## config.mk

```make
export PLATFORM = sky130hd
export DESIGN_NAME = crc_frame_arbiter
export DESIGN_NICKNAME = d
export VERILOG_FILES = /design/src/rtl/crc_frame_arbiter.sv
export SDC_FILE = /design/constraint.sdc
export NUM_CORES = 1
export LEC_CHECK = 0
export CORE_ASPECT_RATIO = 1.2
export CORE_MARGIN = 2
export CORE_UTILIZATION = 49
export DETAILED_ROUTE_END_ITERATION = 10
export GPL_TIMING_DRIVEN = 0
export PLACE_DENSITY = 0.84
export SLEW_MARGIN = 20
export SYNTH_ARGS = -nofsm -noshare
export SYNTH_HDL_FRONTEND = slang
export SYNTH_SLANG_ARGS = --single-unit
```

## constraint.sdc

```tcl
create_clock -name clk -period 6.8 [get_ports clk]
set_clock_uncertainty 0.15 [all_clocks]
set_input_delay 2.04 -clock clk [delete_from_list [all_inputs] [get_ports clk]]
set_output_delay 2.04 -clock clk [all_outputs]
set_load 0.03 [all_outputs]
```

## src/rtl/crc_frame_arbiter.sv

```systemverilog
// Two-requester round-robin arbiter feeding a bit-serial CRC engine (MSB first).
// Define CRC_ARB_STATS_EN to add per-requester saturating handshake counters cnt0/cnt1.
module crc_frame_arbiter #(
    parameter int              MSG_W = 10,
    parameter int              CRC_W = 9,
    parameter logic [CRC_W-1:0] POLY = 9'h003
) (
    input  logic             clk,
    input  logic             reset,
    input  logic [1:0]       req,
    input  logic [MSG_W-1:0] msg0,
    input  logic [MSG_W-1:0] msg1,
    output logic [1:0]       gnt,
    output logic             busy,
    output logic             out_valid,
    input  logic             out_ready,
    output logic [CRC_W-1:0] out_crc,
    output logic             out_id
`ifdef CRC_ARB_STATS_EN
    ,
    output logic [7:0]       cnt0,
    output logic [7:0]       cnt1
`endif
);

    localparam int CNT_W = $clog2(MSG_W + 1);

    typedef enum logic [1:0] {IDLE, SHIFT, DONE} state_t;

    state_t             state_q, state_d;
    logic [MSG_W-1:0]   msg_q, msg_d;
    logic [CRC_W-1:0]   crc_q, crc_d;
    logic [CNT_W-1:0]   cnt_q, cnt_d;
    logic               id_q, id_d;
    logic               last_q, last_d;
    logic               fb;

    always_ff @(posedge clk or posedge reset) begin
        if (reset) begin
            state_q <= IDLE;
            msg_q   <= '0;
            crc_q   <= '0;
            cnt_q   <= '0;
            id_q    <= 1'b0;
            last_q  <= 1'b1;
        end else begin
            state_q <= state_d;
            msg_q   <= msg_d;
            crc_q   <= crc_d;
            cnt_q   <= cnt_d;
            id_q    <= id_d;
            last_q  <= last_d;
        end
    end

    // last_q names the requester served most recently; on a tie the other one wins.
    always_comb begin
        state_d = state_q;
        msg_d   = msg_q;
        crc_d   = crc_q;
        cnt_d   = cnt_q;
        id_d    = id_q;
        last_d  = last_q;
        gnt     = 2'b00;
        fb      = 1'b0;
        case (state_q)
            IDLE: begin
                if (!reset) begin
                    if (req == 2'b11) gnt = last_q ? 2'b01 : 2'b10;
                    else              gnt = req;
                end
                if (|gnt) begin
                    state_d = SHIFT;
                    msg_d   = gnt[1] ? msg1 : msg0;
                    crc_d   = '0;
                    cnt_d   = '0;
                    id_d    = gnt[1];
                    last_d  = gnt[1];
                end
            end
            SHIFT: begin
                fb    = msg_q[MSG_W-1] ^ crc_q[CRC_W-1];
                crc_d = {crc_q[CRC_W-2:0], 1'b0} ^ (fb ? POLY : '0);
                msg_d = {msg_q[MSG_W-2:0], 1'b0};
                cnt_d = cnt_q + CNT_W'(1);
                if (cnt_q == CNT_W'(MSG_W - 1)) state_d = DONE;
            end
            DONE: begin
                if (out_ready) state_d = IDLE;
            end
            default: state_d = IDLE;
        endcase
    end

    assign busy      = (state_q != IDLE);
    assign out_valid = (state_q == DONE);
    assign out_crc   = crc_q;
    assign out_id    = id_q;

`ifdef CRC_ARB_STATS_EN
    logic [7:0] cnt0_q, cnt1_q;

    always_ff @(posedge clk or posedge reset) begin
        if (reset) begin
            cnt0_q <= '0;
            cnt1_q <= '0;
        end else if (out_valid && out_ready) begin
            if (!id_q && cnt0_q != 8'hFF) cnt0_q <= cnt0_q + 8'd1;
            if (id_q && cnt1_q != 8'hFF)  cnt1_q <= cnt1_q + 8'd1;
        end
    end

    assign cnt0 = cnt0_q;
    assign cnt1 = cnt1_q;
`endif

endmodule

```

# [Word level (Yosys, flattened, before mapping)]
# Index checks and enable logic that the tools add are counted.
[classes] addsub=1 n_eq_ne=7 n_mux=17 bitwise_logic=2 reduce_logical=7
[op_table] operator="$mux W10" n=2
[op_table] operator="$pmux W10 S2" n=1
[op_table] operator="$mux W2" n=9
[op_table] operator="$pmux W9 S2" n=1
[op_table] operator="$mux W9" n=1
[op_table] operator="$xor A9 B2 Y9" n=1
[op_table] operator="$pmux W4 S2" n=1
[op_table] operator="$pmux W2 S3" n=1
[op_table] operator="$add A4 B1 Y4 const B" n=1
[op_table] operator="$eq A2 B2 Y1 const B" n=2
[op_table] operator="$eq A4 B4 Y1 const B" n=1
[op_table] operator="$mux W4" n=1
[op_table] operator="$ne A2 B2 Y1 const B" n=2
[op_table] operator="$reduce_and A2 Y1" n=2
[op_table] operator="$reduce_bool A2 Y1" n=2
[op_table] operator="$reduce_and A3 Y1" n=1
[op_table] operator="$eq A2 B1 Y1 const B" n=1
[op_table] operator="$logic_not A2 Y1" n=1
[op_table] operator="$ne A2 B1 Y1 const B" n=1
[op_table] operator="$reduce_or A2 Y1" n=1
[op_table] operator="$xor A1 B1 Y1" n=1
[totals] reg_bits=27 inputBits=25 output_inout_bits=14 word_cells=40

# [Depth between registers and ports, before layout]
# Gate-level depths: netlist (run 1).
[depth] ltp_word=7 depth_mapped=5

# [Worst setup path after synthesis (run 1)]
# Ideal clock, no wire load.
[synth_path] path_type="input -> output" from="input port reset" to="output port gnt[0]" arrival_time_ps=3107 required_time_ps=4610 path_slack_ps=1503 cell_stages=2 cell_sequence="inv_1 > o2111a_1"
[synth_between] elab_chain_len=3
[synth_lines] element="from (decl)" line="9" text="input logic reset,"
[synth_lines] element="$mux W2" line="68" text="if (!reset) begin"
[synth_lines] element="$mux W2 (2 in series)" line="66" text="case (state_q)"
[synth_lines] element="to (decl)" line="13" text="output logic [1:0] gnt,"
# Every way passes these cells. The select of a mux whose other input is x is not followed.

# [Final worst setup path (run 1)]
# Ends and elaborated chain as after synthesis.

==> out/metrics.csv, run 1 <==
metric;value;unit
status;finished clean;
power_density;395;nW/um2
synthDistinctLibCells;26;
async_flop_share;100;%
critPathRequiredTime;4.61;ns
hold_class;reg2reg;
track_usage;19.2;%
worstHoldStart;out_id$_DFFE_PP0P_;
core_area;2480;um2
synth_ff_type;dfrtp_1;
via_per_inst;5.67;
first_pass_iters;5;
clk-insertion-delay-late;0.32;ns
hold_viol_final;0;
initial_core_util;50.1;%
cts_setup_buffers;0;
setup_viol_count_final;0;
hpwl;1890;um
antenna_found_initial;0;
synth_largest_area_cell;dfrtp_1;
n_fill_cell;187;
synth_area_leaders;dfrtp_1 52%, mux2i_1 8.1%, a22o_1 6.4%;
regToRegStartpoint;state_q[1]$_DFFE_PP0P_;
grt_pass1_vias;1030;
dp_cells;181;
max_freq;165;MHz
path_max_fanout;28;
fin_ws;0.733;ns
cts_buffers;3;
place_ws;0.331;ns
synth_most_common_cell;dfrtp_1;
arrival;3.88;ns
tightest_slew;0.573;ns
htreeDepth;1;
clock-sinks;27;
rr_endpoint;cnt_q[3]$_DFFE_PP0P_;
fin_crit_sh;89.2;%
r2r_slack;5.24;ns
num_antenna_cells;0;
cts_root_buffer;clkbuf_4;
synth.avg_cell_area;11.3;um2
rsz0062_at_grt;false;
ant_nets;0;
grt_max_degree;29;
leakagePower;0.750;nW
drv_cap;0;
slew_violations;0;
port_buffers;38;
die_h;59.1;um
ys_top_cells_by_count;26 x dfrtp_1, 14 x o21ai_1, 10 x mux2i_1, 9 x a22o_1, 9 x a22oi_1;
clk_pin_slew;0.14;ns
critPathCaptureType;output port;
initialDrtViolationCount;27;
synth-seq-cells;27;
synth_area;1240;um2
clockBufferDepth;2;
drc;0;
ir_drop;235;uV
ys_seq_area_share;54.5;%
grt_remaining_overflow;0;
wl_per_cell;13.4;um
ctsResizeCount;0;
yosysWarnings;0;
stdcell_count;185;
place.gp.congestion;0.743;
regArea;677;um2
drive_above_1_share;9.87;%
multiInputGateArea;507;um2
die_x;49.9;um
drt_wl_total;2480;um
setup_tns;0;ns
netlist.area_leader.share;52.4;%
reg2reg_depth;5;
synth_fp_nets;137;
nNetsFinal;180;
holdBufCountCts;0;
layout_min_cycle_time;6.07;ns
vias;1049;
grt_pass1_wl;4250;um
min_to;out_id$_DFFE_PP0P_;
holdPathStages;1;
startpoint_type;input pin;
cts_tree;done;
synth_edf_count;0;
syn_inst;110;
max_slew_margin;61.8;%
io_pins;39;
dieArea;2950;um2
floorplan.rows;20;
crit_type;in2out;
syn2layout_area_growth;36.1;%
## placed cells by master, fill, tap and decap left out, types with 2 or more instances in the layout
| master | n |
|---|---|
| a22o_1 | 9 |
| buf_2 | 4 |
| a22oi_1 | 9 |
| a21o_1 | 2 |
| mux2i_1 | 10 |
| clkbuf_4 | 3 |
| inv_1 | 5 |
| o21ai_1 | 14 |
| nand2_1 | 8 |
| dfrtp_1 | 26 |
| ha_1 | 2 |
| inv_2 | 3 |
| clkdlybuf4s50_1 | 38 |
| nor2_1 | 3 |
| o211ai_1 | 2 |
## area by class of cell
type / instances / area share [%]
plain buffers: 5 / 1.63
clock buffers: 4 / 1.56
inverters: 8 / 1.78
multi-input cells: 70 / 30.0
flip-flops and latches: 27 / 40.1
well taps: 33 / 2.44
repair buffers: 38 / 22.5
## where the power goes
part	switching, W	total, W	internal, W
logic	0.000174	0.000320	0.000145
registers	0.0000522	0.000280	0.000228
clock network	0.0000446	0.0000676	0.0000230
## state kept, by name, summed over array words and instances (netlist names)
name     flops
out_id       1
msg_q       10
last_q       1
out_crc      9
cnt_q        4
state_q      2
## metal layers
layer / vias up / GRT usage [%] / part of all wire (%)
li1: 488 / - / -
met1: 511 / 21.3 / 39
met2: 45 / 34.9 / 53
met3: 5 / 3.28 / 5.4
met4: 0 / 10.3 / 1.9
met5: - / 0 / 0
## how the worst max path moves through the flow
stage,start,to,slack [ns],cells past startpoint
3_3_place_gp,reset,gnt[0],0.39,4
6_report,reset,gnt[0],0.73,4
2_1_floorplan,reset,gnt[0],1.50,2
3_5_place_dp,reset,gnt[0],0.33,4
4_1_cts,reset,gnt[0],0.33,4
5_1_grt,reset,gnt[0],0.59,4
## worst max-delay path: stages
cell and delay (ns):
clkdlybuf4s50_1 0.45, inv_2 0.45, o2111a_1 0.28, clkdlybuf4s50_1 0.66
## logic make-up (layout without fill, tap and decap cells)
| kind of cell | after synthesis | after routing | synth area share, % |
|---|---|---|---|
| adders and majority gates | 2 | 2 | 2.02 |
| muxes | 10 | 10 | 8.06 |
| and+or+nand+nor | 15 | 15 | 5.75 |
| AOI/OAI and AO/OA | 41 | 41 | 23.6 |
| buffers and inverters | 13 | 55 | 4.64 |
| DFF | 27 | 27 | 54.5 |
| xor gates and xnor gates | 2 | 2 | 1.41 |
## metrics by stage
step	cell area (um2)	hold slack, ns	power, W	utilization (%)
global placement	1660	0.318	0.000590	67.1
detailed placement	1660	0.328	0.000605	67.1
CTS	1690	0.360	0.000672	68.2
floorplan	1240	0.306	0.000487	-
finish	1690	0.351	0.000667	68.2
global route	1690	0.385	0.000716	68.2
Note: power is estimated with default switching activity, not from simulation.
==> run 2: changes to the inputs <==
--- a/config.mk
+++ b/config.mk
@@ -7,10 +7,10 @@
 export LEC_CHECK = 0
 export CORE_ASPECT_RATIO = 1.2
 export CORE_MARGIN = 2
-export CORE_UTILIZATION = 49
+export CORE_UTILIZATION = 37
 export DETAILED_ROUTE_END_ITERATION = 10
 export GPL_TIMING_DRIVEN = 0
-export PLACE_DENSITY = 0.84
+export PLACE_DENSITY = 0.66
 export SLEW_MARGIN = 20
 export SYNTH_ARGS = -nofsm -noshare
 export SYNTH_HDL_FRONTEND = slang
==> run 2 against run 1 <==
- combinational power barely moved
- largest power group unchanged
- power is 3.6% higher
- cell area rose by 1.4%
==> out/metrics.csv, run 2 (synthesis results as in run 1) <==
metric;value;unit
max_slew_margin;61.2;%
syn2layout_area_growth;38.0;%
clock-sinks;27;
dieArea;3840;um2
ctsResizeCount;0;
wl_met1;1150;um
power_density;404;nW/um2
clk_pin_slew;0.09;ns
via_per_inst;5.42;
arrival;3.88;ns
crit_buf_inv;3;
hpwl;2000;um
crit_chain;clkdlybuf4s50_1 > inv_2 > o2111a_1 > clkdlybuf4s50_1;
track_usage;15.8;%
wl_met2;1350;um
floorplan.rows;23;
grt_pass1_wl;4610;um
top_register;msg_q;
crit_type;in2out;
initial_core_util;37.8;%
status;finished clean;
grt_pass1_vias;1025;
crit_top_cell;clkdlybuf4s50_1;
io_pins;39;
drt_wl_total;2680;um
ant_nets;0;
final_area;1710;um2
cts_buffers;3;
cpMaxStageDelayCell;clkdlybuf4s50_1;
ir_drop;222;uV
place_area;1670;um2
final_cell_mix;38 x clkdlybuf4s50_1, 26 x dfrtp_1, 14 x o21ai_1;
die_h;67.4;um
drv_cap;0;
tightest_slew;0.581;ns
port_buffers;38;
antenna_found_initial;0;
die_x;56.9;um
place.gp.congestion;0.716;
hold_viol_final;0;
core_area;3280;um2
critPathCaptureType;output port;
grt_remaining_overflow;0;
clockBufferDepth;2;
slew_violations;0;
setup_tns;0;ns
fin_ws;0.732;ns
setup_viol_count_final;0;
max_freq;165;MHz
num_antenna_cells;0;
leakagePower;0.757;nW
holdBufCountCts;0;
path_max_fanout;28;
top_layer_used;met4;
cts_root_buffer;clkbuf_8;
place_ws;0.317;ns
drive_above_1_share;9.87;%
final_util;52.2;%
critPathRequiredTime;4.61;ns
cts_setup_buffers;0;
htreeDepth;1;
grt_max_degree;29;
first_pass_iters;4;
critPathMaxStageDelay;0.67;ns
path_delay_family;buffers and inverters;
hold_class;reg2reg;
startpoint_type;input pin;
vias;1024;
nNetsFinal;180;
cts_tree;done;
initialDrtViolationCount;46;
met3WireLength;104;um
drc;0;
rsz0062_at_grt;false;
largest_reg_flops;10;
p_total;0.000691;W
layout_min_cycle_time;6.07;ns
fin_crit_sh;89.2;%
final_common_cell;clkdlybuf4s50_1;
clk-insertion-delay-late;0.27;ns
wl_per_cell;14.2;um
==> run 2: cell types whose count changed in the layout (fill, tap and decap cells not counted) <==
cell	delta
clkbuf_8	+3
clkbuf_4	-3
==> run 2: cell type report <==
cell class,instances,area (um2)
multi-input cells,70,507
flip-flops and latches,27,677
inverters,8,30.0
well taps,37,46.3
fillers,301,1570
plain buffers,5,27.5
repair buffers,38,380
clock buffers,4,45.0
==> run 2: worst paths after layout <==
check / start / endpoint / slack [ns] / cells past startpoint
worst max-delay path: reset / gnt[0] / 0.73 / 4
min in group asynchronous: reset / msg_q[8]$_DFFE_PP0P_ / 2.03 / 2
worst max register to register: state_q[1]$_DFFE_PP0P_ / cnt_q[3]$_DFFE_PP0P_ / 5.26 / 5
worst min-delay path: out_id$_DFFE_PP0P_ / out_id$_DFFE_PP0P_ / 0.34 / 1
worst min register to register: out_id$_DFFE_PP0P_ / out_id$_DFFE_PP0P_ / 0.34 / 1
max in group asynchronous: reset / msg_q[3]$_DFFE_PP0P_ / 4.08 / 2
==> run 2: layer usage <==
layer | up-vias | GRT usage, %
met5 | - | 0
met2 | 34 | 27.0
met1 | 500 | 19.1
li1 | 484 | -
met4 | 0 | 9.01
met3 | 6 | 2.30
==> run 2: stage by stage <==
stage | hold slack [ns] | instances
2_1_floorplan | 0.306 | 110
3_3_place_gp | 0.310 | 185
3_5_place_dp | 0.324 | 185
4_1_cts | 0.345 | 189
5_1_grt | 0.357 | 189
6_report | 0.344 | 189
==> run 2: power breakdown <==
part	leakage [nW]	switching (W)	total, W	internal [W]
Clock	0.0228	0.0000493	0.0000913	0.0000420
Sequential	0.347	0.0000538	0.000282	0.000228
Combinational	0.388	0.000174	0.000318	0.000144
==> run 3: changes to the inputs <==
--- a/config.mk
+++ b/config.mk
@@ -5,12 +5,12 @@
 export SDC_FILE = /design/constraint.sdc
 export NUM_CORES = 1
 export LEC_CHECK = 0
+export CAP_MARGIN = 20
 export CORE_ASPECT_RATIO = 1.2
 export CORE_MARGIN = 2
-export CORE_UTILIZATION = 37
+export CORE_UTILIZATION = 49
 export DETAILED_ROUTE_END_ITERATION = 10
-export GPL_TIMING_DRIVEN = 0
-export PLACE_DENSITY = 0.66
+export PLACE_DENSITY = 0.84
 export SLEW_MARGIN = 20
 export SYNTH_ARGS = -nofsm -noshare
 export SYNTH_HDL_FRONTEND = slang
==> run 3 against run 2 <==
- global-route usage rose by 4.3 points
- die area fell by 23%
- critical path depth rose by 1
- largest cell class unchanged
==> out/metrics.csv, run 3 (synthesis results as in run 1) <==
metric;value;unit
status;finished clean;
ctsResizeCount;0;
crit_top_cell;clkdlybuf4s50_1;
largest_reg_flops;10;
max_slew_margin;41.9;%
die_x;49.9;um
setup_tns;0;ns
cts_tree;done;
nNetsFinal;177;
p_sw;0.000275;W
fin_crit_sh;88.9;%
wl_per_cell;14.8;um
setup_viol_count_final;0;
cts_root_buffer;clkbuf_4;
cts_setup_buffers;0;
initial_core_util;50.1;%
grt_remaining_overflow;0;
grt_pass1_vias;1046;
critPathMaxStageDelay;0.68;ns
seqPwrFrac;42.7;%
final_common_cell;clkdlybuf4s50_1;
vias;1029;
drt_wl_total;2700;um
first_pass_iters;5;
leakagePower;0.741;nW
initialDrtViolationCount;23;
crit_chain;clkdlybuf4s50_1 > a211oi_2 > buf_4 > and2_1 > clkdlybuf4s50_1;
drv_cap;0;
hold_viol_final;0;
clk_pin_slew;0.14;ns
slew_violations;0;
syn2layout_area_growth;35.5;%
tightest_slew;0.871;ns
port_buffers;38;
floorplan.rows;20;
final_cell_mix;38 x clkdlybuf4s50_1, 26 x dfrtp_1, 14 x o21ai_1;
ant_nets;0;
via_per_inst;5.65;
htreeDepth;1;
power_density;395;nW/um2
rsz0062_at_grt;false;
crit_buf_inv;3;
crit_type;in2out;
final_util;67.9;%
grt_max_degree;28;
grt_pass1_wl;4440;um
startpoint_type;input pin;
clk-insertion-delay-late;0.31;ns
holdBufCountCts;0;
ir_drop;258;uV
n_fill_cell;188;
critPathCaptureType;output port;
path_max_fanout;11;
clockBufferDepth;2;
drive_above_1_share;8.05;%
swShare;41.3;%
hold_class;reg2reg;
hpwl;2010;um
dieArea;2950;um2
io_pins;39;
track_usage;20.0;%
arrival;3.86;ns
p_int;0.000390;W
cts_buffers;3;
die_h;59.1;um
clock-sinks;27;
core_area;2480;um2
layout_min_cycle_time;6.05;ns
place.gp.congestion;0.687;
p_total;0.000664;W
cpMaxStageDelayCell;clkdlybuf4s50_1;
power_frac_comb;47.3;%
top_register;msg_q;
critPathRequiredTime;4.61;ns
max_freq;165;MHz
num_antenna_cells;0;
path_delay_family;buffers and inverters;
antenna_found_initial;0;
drc;0;
p_clk_share;10.1;%
## run 3: cell type report
class                           count  area (um2)  area share, %
Multi-Input combinational cell     70         512           30.4
Clock buffer                        4        26.3           1.56
Sequential cell                    27         677           40.3
Inverter                            8        30.0           1.79
Timing Repair Buffer               40         395           23.5
Tap cell                           33        41.3           2.46
## run 3: per-layer routing
metal  wire length, um  global-route usage [%]  vias to the layer above  part of all wire (%)
li1                  -                       -                      476                     -
met1              1020                    22.4                      518                    38
met2              1550                    38.1                       31                    57
met3               103                    2.53                        4                   3.8
met4                33                    8.73                        0                   1.2
met5                 0                       0                        -                     0
## run 3: path summary, 6_finish.rpt
| kind | depth (start not counted) | slack (ns) | start | endpoint |
|---|---|---|---|---|
| setup / recovery | 5 | 0.75 | req[0] | gnt[1] |
| hold / removal | 1 | 0.36 | out_id$_DFFE_PP0P_ | out_id$_DFFE_PP0P_ |
| setup reg to reg | 3 | 5.04 | state_q[0]$_DFFE_PP0P_ | msg_q[8]$_DFFE_PP0P_ |
| hold reg to reg | 1 | 0.36 | out_id$_DFFE_PP0P_ | out_id$_DFFE_PP0P_ |
| max in group asynchronous | 3 | 4.18 | reset | last_q$_DFFE_PP1P_ |
| min in group asynchronous | 3 | 2.03 | reset | out_id$_DFFE_PP0P_ |
## run 3: power groups by stage
stage,logic (W),clock network [W],registers (W)
CTS,0.000319,0.0000676,0.000284
finish,0.000314,0.0000669,0.000284
global placement,0.000304,0,0.000280
floorplan,0.000165,0,0.000322
detailed placement,0.000316,0,0.000285
global route,0.000338,0.0000770,0.000292
## run 3: through the flow
stage	setup slack, ns	std cells	area [um2]	hold WS [ns]
2_1_floorplan	1.50	110	1240	0.306
3_3_place_gp	0.793	178	1660	0.322
3_5_place_dp	0.764	178	1660	0.319
4_1_cts	0.753	182	1680	0.361
6_report	0.755	182	1680	0.362
5_1_grt	0.681	182	1680	0.393
